--- src/rtl/renkon_pkg.sv ---
// Shared types for the renkon controllers: loop-sequencer state enum and the
// 2-bit core_state encoding seen by the stage controllers.
package renkon_pkg;

  typedef enum logic [2:0] {
    ST_IDLE,
    ST_NETLOAD,
    ST_STREAM,
    ST_DRAIN,
    ST_DONE
  } ctrl_loop_state_t;

  localparam logic [1:0] CS_IDLE    = 2'd0;
  localparam logic [1:0] CS_NETLOAD = 2'd1;
  localparam logic [1:0] CS_STREAM  = 2'd2;
  localparam logic [1:0] CS_DRAIN   = 2'd3;

  // DRAIN and DONE share the same external code.
  function automatic logic [1:0] core_state_of(input ctrl_loop_state_t s);
    case (s)
      ST_NETLOAD:       return CS_NETLOAD;
      ST_STREAM:        return CS_STREAM;
      ST_DRAIN, ST_DONE: return CS_DRAIN;
      default:          return CS_IDLE;
    endcase
  endfunction

endpackage

--- src/rtl/renkon_ctrl_loop_if.sv ---
// Control/config/read-address bundle of the loop sequencer.
//   master: issues req/abort and layer config, observes reads and flags
//   slave : the sequencer itself
interface renkon_ctrl_loop_if #(
  parameter int unsigned CORE    = 8,
  parameter int unsigned LWIDTH  = 10,
  parameter int unsigned IMGSIZE = 12,
  parameter int unsigned NETSIZE = 11
);
  logic                req;
  logic                abort;
  logic [LWIDTH-1:0]   total_in;
  logic [LWIDTH-1:0]   total_out;
  logic [LWIDTH-1:0]   img_size;
  logic [LWIDTH-1:0]   conv_size;
  logic [LWIDTH-1:0]   stride;
  logic [IMGSIZE-1:0]  in_offset;
  logic [NETSIZE-1:0]  net_offset;

  logic                ack;
  logic [1:0]          core_state;
  logic                net_re;
  logic [NETSIZE-1:0]  net_addr;
  logic                img_re;
  logic [IMGSIZE-1:0]  img_addr;
  logic                first_input;
  logic                last_input;
  logic [CORE-1:0]     core_mask;
  logic                win_oe;

  modport master (
    output req, abort, total_in, total_out, img_size, conv_size, stride,
           in_offset, net_offset,
    input  ack, core_state, net_re, net_addr, img_re, img_addr,
           first_input, last_input, core_mask, win_oe
  );

  modport slave (
    input  req, abort, total_in, total_out, img_size, conv_size, stride,
           in_offset, net_offset,
    output ack, core_state, net_re, net_addr, img_re, img_addr,
           first_input, last_input, core_mask, win_oe
  );
endinterface

--- src/rtl/renkon_ctrl_wincnt.sv ---
// 2-D pixel counter for one input map with stride-aware window detection.
// Registers describe the pixel of the *current* cycle; win_oe is registered
// alongside them so it lines up with the registered img_re.
//   clear : return to pixel (0,0), win_oe low
//   load  : next cycle is pixel (0,0) of a map
//   adv   : next cycle is the following pixel (raster order)
//   last_c: current pixel is the final one of the map
module renkon_ctrl_wincnt #(
  parameter int unsigned LWIDTH = 10
) (
  input  logic              clk,
  input  logic              xrst,
  input  logic              clear,
  input  logic              load,
  input  logic              adv,
  input  logic [LWIDTH-1:0] img_size,
  input  logic [LWIDTH-1:0] conv_size,
  input  logic [LWIDTH-1:0] stride,
  output logic              win_oe,
  output logic              last_c
);

  localparam logic [LWIDTH-1:0] ONE = LWIDTH'(1);

  logic [LWIDTH-1:0] x, y, mx, my;
  logic [LWIDTH-1:0] x_n, y_n, mx_n, my_n;
  logic              win_n;
  logic [LWIDTH-1:0] km1, sm1, imax;

  // mx/my hold (coord - (K-1)) mod stride once the coordinate reaches K-1.
  always_comb begin
    km1   = conv_size - ONE;
    sm1   = (stride == '0) ? '0 : stride - ONE;
    imax  = img_size - ONE;
    x_n   = x;
    y_n   = y;
    mx_n  = mx;
    my_n  = my;
    win_n = 1'b0;
    if (clear || load) begin
      x_n  = '0;
      y_n  = '0;
      mx_n = '0;
      my_n = '0;
    end else if (adv) begin
      if (x == imax) begin
        x_n  = '0;
        mx_n = '0;
        y_n  = y + ONE;
        if (y_n <= km1)     my_n = '0;
        else if (my == sm1) my_n = '0;
        else                my_n = my + ONE;
      end else begin
        x_n = x + ONE;
        if (x_n <= km1)     mx_n = '0;
        else if (mx == sm1) mx_n = '0;
        else                mx_n = mx + ONE;
      end
    end
    if (!clear && (load || adv))
      win_n = (x_n >= km1) && (y_n >= km1) && (mx_n == '0) && (my_n == '0);
  end

  always_ff @(posedge clk or negedge xrst) begin
    if (!xrst) begin
      x      <= '0;
      y      <= '0;
      mx     <= '0;
      my     <= '0;
      win_oe <= 1'b0;
    end else begin
      x      <= x_n;
      y      <= y_n;
      mx     <= mx_n;
      my     <= my_n;
      win_oe <= win_n;
    end
  end

  assign last_c = (x == imax) && (y == imax);

endmodule

--- src/rtl/renkon_ctrl_loop.sv ---
// Loop-nest sequencer: groups of CORE output channels x input channels x
// pixels. Drives weight/pixel read addresses, channel flags, core mask and
// the window-complete strobe. All outputs are registered: the next-state
// block computes the values for the coming cycle.
//   clk, xrst : clock, async active-low reset
//   bus       : req/abort/config in; ack, core_state, reads, flags out
module renkon_ctrl_loop
  import renkon_pkg::*;
#(
  parameter int unsigned CORE    = 8,
  parameter int unsigned LWIDTH  = 10,
  parameter int unsigned IMGSIZE = 12,
  parameter int unsigned NETSIZE = 11,
  parameter int unsigned DRAIN   = 4
) (
  input  logic             clk,
  input  logic             xrst,
  renkon_ctrl_loop_if.slave bus
);

  localparam logic [LWIDTH-1:0] ONE        = LWIDTH'(1);
  localparam logic [LWIDTH-1:0] CORE_L     = LWIDTH'(CORE);
  localparam logic [LWIDTH-1:0] DRAIN_LAST = (DRAIN == 0) ? '0 : LWIDTH'(DRAIN - 1);

  ctrl_loop_state_t    state, state_n;
  logic [LWIDTH-1:0]   in_idx, in_idx_n;
  logic [LWIDTH-1:0]   rem, rem_n;        // output channels left, current group included
  logic [LWIDTH-1:0]   kx, kx_n, ky, ky_n;
  logic [LWIDTH-1:0]   dcnt, dcnt_n;
  logic [NETSIZE-1:0]  net_addr, net_addr_n;
  logic [IMGSIZE-1:0]  img_addr, img_addr_n;
  logic                ack, ack_n;
  logic [1:0]          core_state, core_state_n;
  logic                net_re, net_re_n;
  logic                img_re, img_re_n;
  logic                first_input, first_n;
  logic                last_input, last_n;
  logic [CORE-1:0]     core_mask, mask_n;
  logic                wc_clear, wc_load, wc_adv;
  logic                wc_last, win_oe;
  logic [LWIDTH-1:0]   kmax, in_last;

  // Low r bits set, saturating at all ones.
  function automatic logic [CORE-1:0] mask_for(input logic [LWIDTH-1:0] r);
    logic [CORE-1:0] m;
    m = '0;
    for (int b = 0; b < int'(CORE); b++) m[b] = (LWIDTH'(b) < r);
    return m;
  endfunction

  renkon_ctrl_wincnt #(.LWIDTH(LWIDTH)) u_wincnt (
    .clk       (clk),
    .xrst      (xrst),
    .clear     (wc_clear),
    .load      (wc_load),
    .adv       (wc_adv),
    .img_size  (bus.img_size),
    .conv_size (bus.conv_size),
    .stride    (bus.stride),
    .win_oe    (win_oe),
    .last_c    (wc_last)
  );

  // Next state and next output values.
  always_comb begin
    state_n    = state;
    in_idx_n   = in_idx;
    rem_n      = rem;
    kx_n       = kx;
    ky_n       = ky;
    dcnt_n     = dcnt;
    net_addr_n = net_addr;
    img_addr_n = img_addr;
    ack_n      = 1'b0;
    net_re_n   = 1'b0;
    img_re_n   = 1'b0;
    first_n    = first_input;
    last_n     = last_input;
    mask_n     = core_mask;
    wc_clear   = 1'b0;
    wc_load    = 1'b0;
    wc_adv     = 1'b0;
    kmax       = bus.conv_size - ONE;
    in_last    = bus.total_in - ONE;

    if (bus.abort) begin
      state_n    = ST_IDLE;
      in_idx_n   = '0;
      rem_n      = '0;
      kx_n       = '0;
      ky_n       = '0;
      dcnt_n     = '0;
      net_addr_n = '0;
      img_addr_n = '0;
      first_n    = 1'b0;
      last_n     = 1'b0;
      mask_n     = '0;
      wc_clear   = 1'b1;
    end else begin
      case (state)
        ST_IDLE: begin
          if (bus.req) begin
            if (bus.total_in == '0 || bus.total_out == '0) begin
              state_n = ST_DONE;
              ack_n   = 1'b1;
            end else begin
              state_n    = ST_NETLOAD;
              in_idx_n   = '0;
              rem_n      = bus.total_out;
              kx_n       = '0;
              ky_n       = '0;
              net_addr_n = bus.net_offset;
              img_addr_n = bus.in_offset;
              net_re_n   = 1'b1;
              first_n    = 1'b1;
              last_n     = (bus.total_in == ONE);
              mask_n     = mask_for(bus.total_out);
            end
          end
        end

        ST_NETLOAD: begin
          net_addr_n = net_addr + NETSIZE'(1);
          if (kx == kmax && ky == kmax) begin
            state_n  = ST_STREAM;
            wc_load  = 1'b1;
            img_re_n = 1'b1;
          end else begin
            net_re_n = 1'b1;
            if (kx == kmax) begin
              kx_n = '0;
              ky_n = ky + ONE;
            end else begin
              kx_n = kx + ONE;
            end
          end
        end

        ST_STREAM: begin
          img_addr_n = img_addr + IMGSIZE'(1);
          if (!wc_last) begin
            wc_adv   = 1'b1;
            img_re_n = 1'b1;
          end else if (in_idx != in_last) begin
            // next input channel, same group
            state_n  = ST_NETLOAD;
            in_idx_n = in_idx + ONE;
            kx_n     = '0;
            ky_n     = '0;
            net_re_n = 1'b1;
            first_n  = 1'b0;
            last_n   = (in_idx + ONE == in_last);
          end else if (rem > CORE_L) begin
            // next group: image pointer rewinds, weights keep running
            state_n    = ST_NETLOAD;
            rem_n      = rem - CORE_L;
            in_idx_n   = '0;
            img_addr_n = bus.in_offset;
            kx_n       = '0;
            ky_n       = '0;
            net_re_n   = 1'b1;
            first_n    = 1'b1;
            last_n     = (bus.total_in == ONE);
            mask_n     = mask_for(rem - CORE_L);
          end else begin
            first_n = 1'b0;
            last_n  = 1'b0;
            mask_n  = '0;
            if (DRAIN == 0) begin
              state_n = ST_DONE;
              ack_n   = 1'b1;
            end else begin
              state_n = ST_DRAIN;
              dcnt_n  = '0;
            end
          end
        end

        ST_DRAIN: begin
          if (dcnt == DRAIN_LAST) begin
            state_n = ST_DONE;
            ack_n   = 1'b1;
          end else begin
            dcnt_n = dcnt + ONE;
          end
        end

        ST_DONE: state_n = ST_IDLE;

        default: state_n = ST_IDLE;
      endcase
    end
    core_state_n = core_state_of(state_n);
  end

  always_ff @(posedge clk or negedge xrst) begin
    if (!xrst) begin
      state       <= ST_IDLE;
      in_idx      <= '0;
      rem         <= '0;
      kx          <= '0;
      ky          <= '0;
      dcnt        <= '0;
      net_addr    <= '0;
      img_addr    <= '0;
      ack         <= 1'b0;
      core_state  <= CS_IDLE;
      net_re      <= 1'b0;
      img_re      <= 1'b0;
      first_input <= 1'b0;
      last_input  <= 1'b0;
      core_mask   <= '0;
    end else begin
      state       <= state_n;
      in_idx      <= in_idx_n;
      rem         <= rem_n;
      kx          <= kx_n;
      ky          <= ky_n;
      dcnt        <= dcnt_n;
      net_addr    <= net_addr_n;
      img_addr    <= img_addr_n;
      ack         <= ack_n;
      core_state  <= core_state_n;
      net_re      <= net_re_n;
      img_re      <= img_re_n;
      first_input <= first_n;
      last_input  <= last_n;
      core_mask   <= mask_n;
    end
  end

  assign bus.ack         = ack;
  assign bus.core_state  = core_state;
  assign bus.net_re      = net_re;
  assign bus.net_addr    = net_addr;
  assign bus.img_re      = img_re;
  assign bus.img_addr    = img_addr;
  assign bus.first_input = first_input;
  assign bus.last_input  = last_input;
  assign bus.core_mask   = core_mask;
  assign bus.win_oe      = win_oe;

endmodule

--- src/flat_wrapper.sv ---
// flat-port wrapper written by rule: the top's interface ports become plain ports
module renkon_ctrl_loop_flat import renkon_pkg::*;
#(
  parameter int unsigned CORE    = 8,
  parameter int unsigned LWIDTH  = 10,
  parameter int unsigned IMGSIZE = 12,
  parameter int unsigned NETSIZE = 11,
  parameter int unsigned DRAIN   = 4
)
  (clk, xrst, bus_req, bus_abort, bus_total_in, bus_total_out, bus_img_size, bus_conv_size, bus_stride, bus_in_offset, bus_net_offset, bus_ack, bus_core_state, bus_net_re, bus_net_addr, bus_img_re, bus_img_addr, bus_first_input, bus_last_input, bus_core_mask, bus_win_oe);
  renkon_ctrl_loop_if #(.CORE(CORE), .LWIDTH(LWIDTH), .IMGSIZE(IMGSIZE), .NETSIZE(NETSIZE)) bus_i ();
  input  logic clk;
  input  logic xrst;
  input wire logic [$bits(bus_i.req)-1:0] bus_req;
  input wire logic [$bits(bus_i.abort)-1:0] bus_abort;
  input wire logic [$bits(bus_i.total_in)-1:0] bus_total_in;
  input wire logic [$bits(bus_i.total_out)-1:0] bus_total_out;
  input wire logic [$bits(bus_i.img_size)-1:0] bus_img_size;
  input wire logic [$bits(bus_i.conv_size)-1:0] bus_conv_size;
  input wire logic [$bits(bus_i.stride)-1:0] bus_stride;
  input wire logic [$bits(bus_i.in_offset)-1:0] bus_in_offset;
  input wire logic [$bits(bus_i.net_offset)-1:0] bus_net_offset;
  output wire logic [$bits(bus_i.ack)-1:0] bus_ack;
  output wire logic [$bits(bus_i.core_state)-1:0] bus_core_state;
  output wire logic [$bits(bus_i.net_re)-1:0] bus_net_re;
  output wire logic [$bits(bus_i.net_addr)-1:0] bus_net_addr;
  output wire logic [$bits(bus_i.img_re)-1:0] bus_img_re;
  output wire logic [$bits(bus_i.img_addr)-1:0] bus_img_addr;
  output wire logic [$bits(bus_i.first_input)-1:0] bus_first_input;
  output wire logic [$bits(bus_i.last_input)-1:0] bus_last_input;
  output wire logic [$bits(bus_i.core_mask)-1:0] bus_core_mask;
  output wire logic [$bits(bus_i.win_oe)-1:0] bus_win_oe;
  assign bus_i.req = bus_req;
  assign bus_i.abort = bus_abort;
  assign bus_i.total_in = bus_total_in;
  assign bus_i.total_out = bus_total_out;
  assign bus_i.img_size = bus_img_size;
  assign bus_i.conv_size = bus_conv_size;
  assign bus_i.stride = bus_stride;
  assign bus_i.in_offset = bus_in_offset;
  assign bus_i.net_offset = bus_net_offset;
  assign bus_ack = bus_i.ack;
  assign bus_core_state = bus_i.core_state;
  assign bus_net_re = bus_i.net_re;
  assign bus_net_addr = bus_i.net_addr;
  assign bus_img_re = bus_i.img_re;
  assign bus_img_addr = bus_i.img_addr;
  assign bus_first_input = bus_i.first_input;
  assign bus_last_input = bus_i.last_input;
  assign bus_core_mask = bus_i.core_mask;
  assign bus_win_oe = bus_i.win_oe;
  renkon_ctrl_loop #(.CORE(CORE), .LWIDTH(LWIDTH), .IMGSIZE(IMGSIZE), .NETSIZE(NETSIZE), .DRAIN(DRAIN)) u_core (.clk(clk), .xrst(xrst), .bus(bus_i));
endmodule
--- config.mk ---
export PLATFORM = sky130hd
export DESIGN_NAME = renkon_ctrl_loop_flat
export DESIGN_NICKNAME = d
export VERILOG_FILES = /design/src/rtl/renkon_pkg.sv /design/src/rtl/renkon_ctrl_loop_if.sv /design/src/rtl/renkon_ctrl_wincnt.sv /design/src/rtl/renkon_ctrl_loop.sv /design/src/flat_wrapper.sv
export SDC_FILE = /design/constraint.sdc
export NUM_CORES = 1
export LEC_CHECK = 0
export ABC_AREA = 1
export CAP_MARGIN = 5
export CORE_ASPECT_RATIO = 1.5
export CORE_MARGIN = 5
export CORE_UTILIZATION = 59
export DETAILED_ROUTE_END_ITERATION = 8
export PLACE_DENSITY = 0.82
export SLEW_MARGIN = 0
export SYNTH_ARGS = -nofsm -noshare
export SYNTH_HDL_FRONTEND = slang
export SYNTH_SLANG_ARGS = --single-unit
--- constraint.sdc ---
create_clock -name clk -period 4.8 [get_ports clk]
set_clock_uncertainty 0.2 [all_clocks]
set_input_delay 0.48 -clock clk [delete_from_list [all_inputs] [get_ports clk]]
set_output_delay 0.48 -clock clk [all_outputs]
set_load 0.05 [all_outputs]
==> results.md <==
* Max-capacitance violation count at 0
* Relative slew slack at 18.11%
* Tightest Pin Transition at around 1200 ps
* Finished Cell Area at about 0.014 mm^2
* Capture instance of the worst register-to-register path: u_core.u_wincnt.win_oe$_DFF_PN0_
* Cells after synthesis at 1800
* Hold violation total from the final report at 0
* Core area at 0.01979 mm^2
* I/O Pins at 116
* Via total after detailed routing at 12283
* Maximum operating frequency at approximately 220 MHz
* Mean post-synth cell area at 6.610 um^2
* Share of the clock period used by the worst path after layout at approximately 93%
* Critical Path End Type: register
* Placed Cells at 2167
* CP Data Arrival Time at 4560 ps
* RSZ-0062 raised after global routing: no
* Final Worst Setup Slack at 350.1 ps
* Number of inserted diodes at 0
* First-pass detailed-route iteration total at 6
* Starting Density at 60.13%
* Top library cells by usage in the layout, fill and taps aside: 445 x sky130_fd_sc_hd__nand2_1, 248 x sky130_fd_sc_hd__inv_1, 179 x sky130_fd_sc_hd__nor2_1
* Biggest fanout along the worst timing path at 9
* Die Height at about 180 um
* Final setup violation count at 0
* Reg-to-reg setup timing slack at approximately 690 ps
* Clock period minus worst slack at 4450 ps
* Cell count along the critical path at 28
* Post-route insts no fill at 2200
* Drt total wl at between 30000 and 40000 um
* Clock slew at the register clock pins of the worst setup and hold paths at 60 ps
* Crit path max-delay family: simple AND/OR/NAND/NOR gates
* Maximum level of the CTS H-tree at 4
* Total Neg Setup Slack at 0 ps
* DIE AREA at 0.02316 mm^2
* Global-route wire length before repair at between 50000 and 60000 um
* Hold Path Origin: u_core.bus.first_input$_DFFE_PN0P_
* Cell area after technology mapping at 0.01190 mm^2
* Layout cell share with drive strength beyond 1 at around 8.8%
* Highest cell delay on the worst timing path at 460 ps
* Outcome: completed
* Final HPWL DP at between 20000 and 30000 um
* TritonCTS clock tree: built
* Slowest stage cell, crit path: sky130_fd_sc_hd__clkdlybuf4s50_1
* #FFs+latches synth at 132
* Via count of the first global-routing pass at 12207
* Total CTS buffers at 17
* Pre-CTS WS at roughly 11 ps
* Layout Nets at 2061
* DRC Markers at 0
* Yosys warns at 0
* Largest net degree at the start of global routing at 102
* Gpl congestion at 0.9621
* Area Overhead vs Synth at 17.80%
* Register-to-Register Path Depth at 27
* Number of flops mapped to enable cells by yosys at 0
* Most used flip-flop cell after synthesis: sky130_fd_sc_hd__dfrtp_1
* Antenna violations before repair at 0
* Antenna Nets Post-Route at 0
* Type of the setup path with the least slack: primary input to register
* Count of buffer and inverter cells on the critical path at 3
* Hold depth at 2
* Post-Syn Nets at a little under 2000
* Count of distinct cell types in the synthesized netlist at between 50 and 60
* Critical path data required time at 4910 ps
* Clock root buffer master: sky130_fd_sc_hd__clkbuf_16
* Area leader, netlist: sky130_fd_sc_hd__dfrtp_1
* Crit path top cell by count: sky130_fd_sc_hd__nand2_1
* FF-to-FF Start: u_core.u_wincnt.x[0]$_DFF_PN0_
* Insertion delay of the later-clocked pin in the worst-skew pair at about 420 ps
* Portion of the post-synthesis area used by sequential elements at 27.76%
* Setup repair bufs after CTS at 0
* Combined global-route utilization of all metal layers at between 20% and 30%
* PnR Total Power at around 0.0033 W
* Fill cells at 1695
* Overflow after GRT at 0
* Number of max-slew violations in the final report at 0
* Placed inst area at 0.01338 mm^2
* End of the worst hold path: u_core.bus.first_input$_DFFE_PN0P_
* Port Buffers at 115
* Most common cell after layout, fill and taps aside: sky130_fd_sc_hd__nand2_1
* Worst IR drop on VDD at 232.7 uV
* Synth top area share at 27.76%
* Leakage Power at 6.934 nW
* Element type at the critical path start: primary input
* Classification of the worst-slack hold path: register to register
* Power per cell area at 234.6 mW/mm^2
* Maximum clock path buffer count at 2
* Die X at roughly 130 um
* Drt wl/cell at 15.58 um
* Iteration-0 DRC count of the detailed router at 817
* Biggest area contributors in the synthesized netlist: sky130_fd_sc_hd__dfrtp_1 28%, sky130_fd_sc_hd__nand2_1 14%, sky130_fd_sc_hd__inv_1 7.8%, sky130_fd_sc_hd__nand3_1 7.4%, sky130_fd_sc_hd__ha_1 6.0%
* Async S/R FF share, synth at 100.0%
* Detail-routed via count per cell at 5.583
* Standard-cell row count at 63
* CTS Sinks at 132
per-layer routing:
metal | wire length [um] | vias to the layer above | part of all wire, % | global-route usage [%]
met5 | 0 | - | 0 | 0
met4 | 1800 | 0 | 5.3 | 15.37
met3 | 1323 | 107 | 3.9 | 3.634
met2 | 17770 | 371 | 52 | 53.76
met1 | 13380 | 5709 | 39 | 33.03
li1 | - | 6096 | - | -
logic make-up (layout without fill, tap and decap cells):
kind of cell | Yosys count | in the layout | synth area share (%)
DFF | 132 | 132 | 27.76
AOI/OAI and AO/OA | 236 | 236 | 11.48
adders and majority gates | 57 | 57 | 5.994
and+or+nand+nor | 972 | 972 | 37.61
buffers and inverters | 310 | 450 | 10.31
xor gates and xnor gates | 93 | 93 | 6.846
synth_stat cells (3+ instances only):
cell type / count
sky130_fd_sc_hd__o31ai_1: 4
sky130_fd_sc_hd__xor2_1: 80
sky130_fd_sc_hd__clkbuf_1: 17
sky130_fd_sc_hd__o32ai_1: 6
sky130_fd_sc_hd__nand2_1: 445
sky130_fd_sc_hd__nor3_1: 38
sky130_fd_sc_hd__nand4_1: 37
sky130_fd_sc_hd__ha_1: 57
sky130_fd_sc_hd__o21ai_1: 40
sky130_fd_sc_hd__buf_6: 5
sky130_fd_sc_hd__dfrtp_1: 132
sky130_fd_sc_hd__nor4_1: 9
sky130_fd_sc_hd__o211ai_1: 10
sky130_fd_sc_hd__nor3_2: 5
sky130_fd_sc_hd__o22ai_1: 11
sky130_fd_sc_hd__inv_1: 248
sky130_fd_sc_hd__a22oi_1: 7
sky130_fd_sc_hd__clkinv_1: 3
sky130_fd_sc_hd__nand2_2: 19
sky130_fd_sc_hd__nor2_2: 15
sky130_fd_sc_hd__nand3_2: 10
sky130_fd_sc_hd__buf_2: 8
sky130_fd_sc_hd__xnor2_1: 13
sky130_fd_sc_hd__nand3_1: 176
sky130_fd_sc_hd__nand2_4: 6
sky130_fd_sc_hd__buf_4: 4
sky130_fd_sc_hd__nand3b_1: 6
sky130_fd_sc_hd__o21ai_2: 4
sky130_fd_sc_hd__a211oi_1: 12
sky130_fd_sc_hd__nor2_1: 179
sky130_fd_sc_hd__a21oi_1: 57
sky130_fd_sc_hd__o21ai_0: 72
sky130_fd_sc_hd__nand3_4: 3
sky130_fd_sc_hd__nor2_4: 8
sky130_fd_sc_hd__or2_2: 5
sky130_fd_sc_hd__inv_2: 25
sky130_fd_sc_hd__nor3b_1: 3
sky130_fd_sc_hd__a31oi_1: 3
repair_timing:
action                     in CTS  in global routing
gates resized for setup         0                  6
setup endpoints to repair       0                  1
hold buffers                    1                  0
hold endpoints to repair        1                  0
state kept, by name (all words and copies together), names as in the netlist, 2 cells and up:
| name | flops |
|---|---|
| u_core.bus.img_addr | 12 |
| u_core.kx | 10 |
| u_core.rem | 10 |
| u_core.u_wincnt.x | 10 |
| u_core.bus.net_addr | 11 |
| u_core.ky | 10 |
| u_core.bus.core_mask | 8 |
| u_core.in_idx | 10 |
| u_core.u_wincnt.mx | 10 |
| u_core.dcnt | 10 |
| u_core.u_wincnt.y | 10 |
| u_core.bus.core_state | 2 |
| u_core.u_wincnt.my | 10 |
| u_core.state | 3 |
final cells by class:
| cell class | instances | area (um^2) | share of cell area, % |
|---|---|---|---|
| Clock buffer | 21 | 470.5 | 3.357 |
| Clock inverter | 11 | 125.1 | 0.8927 |
| Inverter | 276 | 1036 | 7.392 |
| Multi-Input combinational cell | 1358 | 7398 | 52.79 |
| Sequential cell | 132 | 3303 | 23.57 |
| Tap cell | 260 | 325.3 | 2.321 |
| Timing Repair Buffer | 142 | 1358 | 9.686 |
through the flow:
| stage | hold WS, ps | utilization [%] |
|---|---|---|
| after global routing | 358.2 | 70.84 |
| after CTS | 320.4 | 70.69 |
| after detailed placement | 288.6 | 67.63 |
| final | 326.7 | 70.84 |
| after floorplan | -15.59 | - |
| after global placement | 266.8 | 67.63 |
worst register-to-register path: cells and delay by family, from the launching register on:
family / cells / cell delay, ps
AOI/OAI and AO/OA: 3 / 410
adders and majority gates: 1 / 300
buffers and inverters: 4 / 550
DFF: 1 / 570
and+or+nand+nor: 19 / 2040
power by group:
part	total (W)	switching [W]	internal (W)	leakage, nW
clock	0.00132	0.000515	0.000809	0.290
sequential	0.00122	0.0000582	0.00116	1.79
combinational	0.000745	0.000480	0.000264	4.86
how the worst max path moves through the flow:
stage / start / slack (ps) / end
global route: bus_img_size[0] / 8 / u_core.u_wincnt.win_oe$_DFF_PN0_
detailed placement: bus_img_size[0] / 10 / u_core.u_wincnt.win_oe$_DFF_PN0_
finish: bus_img_size[0] / 350 / u_core.u_wincnt.win_oe$_DFF_PN0_
floorplan: bus_conv_size[0] / 830 / u_core.u_wincnt.win_oe$_DFF_PN0_
global placement: bus_img_size[0] / 90 / u_core.u_wincnt.win_oe$_DFF_PN0_
CTS: bus_img_size[0] / 440 / u_core.u_wincnt.win_oe$_DFF_PN0_
(Power assumes the default switching activity.)
==> RTL edit 1, RTL diff (config.mk and constraints unchanged) <==
`IMGSIZE` is set to 12 in 3 places; all go to 24.
--- a/src/rtl/renkon_ctrl_loop_if.sv
+++ b/src/rtl/renkon_ctrl_loop_if.sv
@@ -5,5 +5,5 @@
   parameter int unsigned CORE    = 8,
   parameter int unsigned LWIDTH  = 10,
-  parameter int unsigned IMGSIZE = 12,
+  parameter int unsigned IMGSIZE = 24,
   parameter int unsigned NETSIZE = 11
 );
--- a/src/rtl/renkon_ctrl_loop.sv
+++ b/src/rtl/renkon_ctrl_loop.sv
@@ -10,5 +10,5 @@
   parameter int unsigned CORE    = 8,
   parameter int unsigned LWIDTH  = 10,
-  parameter int unsigned IMGSIZE = 12,
+  parameter int unsigned IMGSIZE = 24,
   parameter int unsigned NETSIZE = 11,
   parameter int unsigned DRAIN   = 4
--- a/src/flat_wrapper.sv
+++ b/src/flat_wrapper.sv
@@ -4,5 +4,5 @@
   parameter int unsigned CORE    = 8,
   parameter int unsigned LWIDTH  = 10,
-  parameter int unsigned IMGSIZE = 12,
+  parameter int unsigned IMGSIZE = 24,
   parameter int unsigned NETSIZE = 11,
   parameter int unsigned DRAIN   = 4
Interface: changed (resized bus_img_addr and bus_in_offset); port bits go from 116 to 140. The function was not compared with the original's and may differ.
==> RTL edit 1 against the unedited design <==
Register-to-register slack better by 200 ps; sequential cell count is 12 higher; count of clock-buffer cells in the layout is 2 lower; cell area is 4.7% higher; largest cell class unchanged; area after synthesis is 3.7% higher; routed wire length is 6.5% higher; clock power is 5% higher; largest power group unchanged; setup slack better by 96 ps; total power is 8.1% higher; non-clock buffer count is 24 higher; critical path type unchanged; combinational power is 10% higher; global-route usage is 1.2 points higher.
==> RTL edit 1: results (changes against the unedited design) <==
largest net degree at the start of global routing 66 (was 102); status completed (unchanged); post-synth cell types 55 (was 54); Avg Synthesized Cell Area 6.61 um2 (about the same); Comb power frac 0.231 (was 0.227); Post-synth top cells nand2_1 (489), inv_1 (242), nor2_1 (198), nand3_1 (190), dfrtp_1 (144) (was nand2_1 (445), inv_1 (248), nor2_1 (179), nand3_1 (176), dfrtp_1 (132)); first-pass GRT wire length 60,400 um (was 56,500 um); cell count after placement 2,252 (was 2,167); Detailed Route Iter0 Violations 930 (was 817); First-pass DRT Iterations 5 (was 6); Final Wtd Congestion 1.00 (was 0.962); syn nets 2,013 (was 1,934); Max VDD drop 0.272 mV (was 0.233 mV); Clk pwr share 0.392 (was 0.402); pre-CTS setup slack 21.8 ps (was 11.2 ps); routed wire length 36,500 um (was 34,300 um); Clock Power 1.39 mW (was 1.32 mW); sequential area share after synthesis 0.292 (was 0.278); Worst EP arrival 4510 ps (was 4560 ps); vias in the first global route 12,700 (was 12,200); Top Registers u_core.bus.img_addr: 24 flops, u_core.bus.net_addr: 11 flops (was u_core.bus.img_addr: 12 flops, u_core.bus.net_addr: 11 flops); GRT Overall Usage 0.305 (was 0.293); DP Wirelength 28,400 um (was 27,000 um); share of cells above drive strength 1 0.0713 (was 0.0876); total number of vias 13,000 (was 12,300); switch share 0.323 (was 0.320); Worst Tran Pin Value 811 ps (was 1230 ps); clock latency on the worst-skew pair 440 ps (was 420 ps); Crit path largest cell delay 550 ps (was 460 ps); Leakage 7.29 nW (was 6.93 nW)
==> RTL edit 1: routing by layer <==
| metal | vias to the layer above | wire length, um | track usage |
|---|---|---|---|
| met3 | 147 | 1780 | 0.0437 |
| li1 | 6368 | - | - |
| met2 | 454 | 18500 | 0.538 |
| met1 | 6064 | 14000 | 0.344 |
| met4 | 2 | 2210 | 0.178 |
| met5 | - | 13 | 0 |
==> RTL edit 1: final cells by class <==
type	instances	area, um2
Inverter	255	957
Clock buffer	19	453
Fill cell	1785	5830
Timing Repair Buffer	166	1600
Sequential cell	144	3600
Tap cell	264	330
Antenna cell	1	2.50
Clock inverter	13	160
Multi-Input combinational cell	1424	7570
==> RTL edit 1: final timing paths <==
check	from	endpoint	slack, ps	cells after the start
hold / removal	u_core.dcnt[5]	u_core.dcnt[5]	280	2
setup reg to reg	u_core.ky[0]	u_core.u_wincnt.win_oe	890	27
hold reg to reg	u_core.dcnt[5]	u_core.dcnt[5]	280	2
setup / recovery	bus_img_size[0]	u_core.u_wincnt.win_oe	450	25
max in group asynchronous	xrst	u_core.rem[8]	2910	3
min in group asynchronous	xrst	u_core.ky[3]	410	2
==> RTL edit 1: logic make-up (layout without fill, tap and decap cells) <==
group	Yosys count	count (layout)	share of synthesized area
DFF	144	144	0.292
muxes	3	3	0.00243
AOI/OAI and AO/OA	254	254	0.120
and+or+nand+nor	1024	1024	0.370
other	0	1	0
xor gates and xnor gates	86	86	0.0617
buffers and inverters	299	453	0.0963
adders and majority gates	57	57	0.0578
==> RTL edit 1: through the flow <==
step	hold WS, ps	cell area [um2]
CTS	283	14700
finish	282	14700
global route	329	14700
floorplan	-15.6	12300
global placement	258	14000
detailed placement	267	14000
==> RTL edit 2, RTL diff (same flow settings) <==
Made on the original files. Reset style: synchronous (`xrst`), changed in 2 clocked blocks. Comments in the files are not updated.
--- a/src/rtl/renkon_ctrl_wincnt.sv
+++ b/src/rtl/renkon_ctrl_wincnt.sv
@@ -62,5 +62,5 @@
   end
 
-  always_ff @(posedge clk or negedge xrst) begin
+  always_ff @(posedge clk) begin
     if (!xrst) begin
       x      <= '0;
--- a/src/rtl/renkon_ctrl_loop.sv
+++ b/src/rtl/renkon_ctrl_loop.sv
@@ -194,5 +194,5 @@
   end
 
-  always_ff @(posedge clk or negedge xrst) begin
+  always_ff @(posedge clk) begin
     if (!xrst) begin
       state       <= ST_IDLE;
Check against the original RTL: differs if xrst is asserted again (counterexample within 4 cycles, from zero or initial values and one cycle with xrst low); with xrst held inactive, the same outputs for 4 cycles.
==> RTL edit 2 against the unedited design <==
Cell area shrank 3.8%; setup slack gained 210 ps; total power shrank 4.0%; sequential share of layout area decreased by 4.0 points; routed wire length rose by 3.8%; sequential cell count did not move; area after synthesis shrank 4.1%; register-to-register slack better by 270 ps; largest cell class unchanged.
==> RTL edit 2: results (changes against the unedited design) <==
largest net degree at the start of global routing 47 (was 102); total number of vias 12,800 (was 12,300); Final Wtd Congestion 1.06 (was 0.962); sequential area share after synthesis 0.232 (was 0.278); vias in the first global route 12,300 (was 12,200); synth top area cells dfxtp_1 (23%), nand2_1 (15%), nand3_1 (8.5%), nor2_1 (7.9%), inv_1 (7.7%) (was dfrtp_1 (28%), nand2_1 (14%), inv_1 (7.8%), nand3_1 (7.4%), ha_1 (6.0%)); DR WL/cell 15.7 um (was 15.6 um); HP Start u_core.bus.first_input (unchanged); end of the worst hold path u_core.bus.first_input (unchanged); status completed (unchanged); Detailed Route Iter0 Violations 1,057 (was 817); First-pass DRT Iterations 7 (was 6); DP Wirelength 27,900 um (was 27,000 um); post-synth cell types 53 (was 54); Cell Area, Placed 12,900 um2 (was 13,400 um2); Leakage 6.15 nW (was 6.93 nW); Slew headroom 0.323 (was 0.181); share of cells above drive strength 1 0.0716 (was 0.0876); pre-CTS setup slack 196 ps (was 11.2 ps); mux contribution to synthesized area 0.000878 (was 0); first-pass GRT wire length 57,400 um (was 56,500 um); XOR/XNOR Fraction of Synth Area 0.0599 (was 0.0685); Synth Area in Compound Gates 0.124 (was 0.115); GRT Overall Usage 0.318 (was 0.293); Post-synth ARST share 0 (was 1.00); r2r startpoint u_core.u_wincnt.x[0] (unchanged); Synth Area in Adders 0.0625 (was 0.0599)
-- RTL edit 2: cell count changes in the layout (fill, tap and decap cells not counted), moves of 13 or more --
| cell | delta |
|---|---|
| nand2_1 | +21 |
| dfxtp_1 | +132 |
| nand3_1 | +17 |
| dfrtp_1 | -132 |
| nor2_1 | +60 |
| inv_1 | -13 |
| o21ai_1 | -35 |
| o21ai_0 | +15 |
| inv_2 | -17 |
| a211oi_1 | +13 |
| a21oi_1 | +43 |
-- RTL edit 2: final cells by class --
| cell class | count | area (um2) |
|---|---|---|
| clock inverters | 11 | 151 |
| well taps | 256 | 320 |
| clock buffers | 20 | 457 |
| flip-flops and latches | 132 | 2640 |
| fillers | 1744 | 5600 |
| repair buffers | 146 | 1380 |
| multi-input cells | 1454 | 7590 |
| inverters | 248 | 933 |
-- RTL edit 2: power by group --
group          internal (mW)  switching, mW
Clock                  0.845          0.524
Sequential              1.12         0.0273
Combinational          0.227          0.408
-- RTL edit 2: how the worst max path moves through the flow --
| stage | startpoint | end | slack, ps | depth (start not counted) |
|---|---|---|---|---|
| 2_1_floorplan | bus_conv_size[0] | u_core.u_wincnt.win_oe | 980 | 30 |
| 3_3_place_gp | bus_img_size[0] | u_core.u_wincnt.win_oe | 280 | 28 |
| 3_5_place_dp | bus_conv_size[1] | u_core.u_wincnt.win_oe | 200 | 30 |
| 4_1_cts | bus_conv_size[1] | u_core.u_wincnt.win_oe | 610 | 30 |
| 5_1_grt | bus_conv_size[1] | u_core.u_wincnt.win_oe | 150 | 30 |
| 6_report | bus_img_size[0] | u_core.u_wincnt.win_oe | 560 | 25 |
-- RTL edit 2: metrics by stage --
| stage | total power, mW | utilization | std cells |
|---|---|---|---|
| 2_1_floorplan | 1.58 | - | 1877 |
| 3_3_place_gp | 1.79 | 0.674 | 2236 |
| 3_5_place_dp | 1.80 | 0.674 | 2236 |
| 4_1_cts | 3.16 | 0.706 | 2267 |
| 5_1_grt | 3.28 | 0.706 | 2267 |
| 6_report | 3.16 | 0.706 | 2267 |
-- RTL edit 2: routing by layer --
metal	GRT usage	wire (um)	vias up
met2	0.572	17900	520
met3	0.0496	1950	184
met5	0	0	-
li1	-	-	6355
met4	0.217	2740	0
met1	0.327	13000	5760
-- RTL edit 2: cell families after synthesis --
family	after synthesis
xor+xnor	78
compound gates	250
mux	1
fa+ha+maj	57
buf+inv	291
flops	132
simple gates	1068
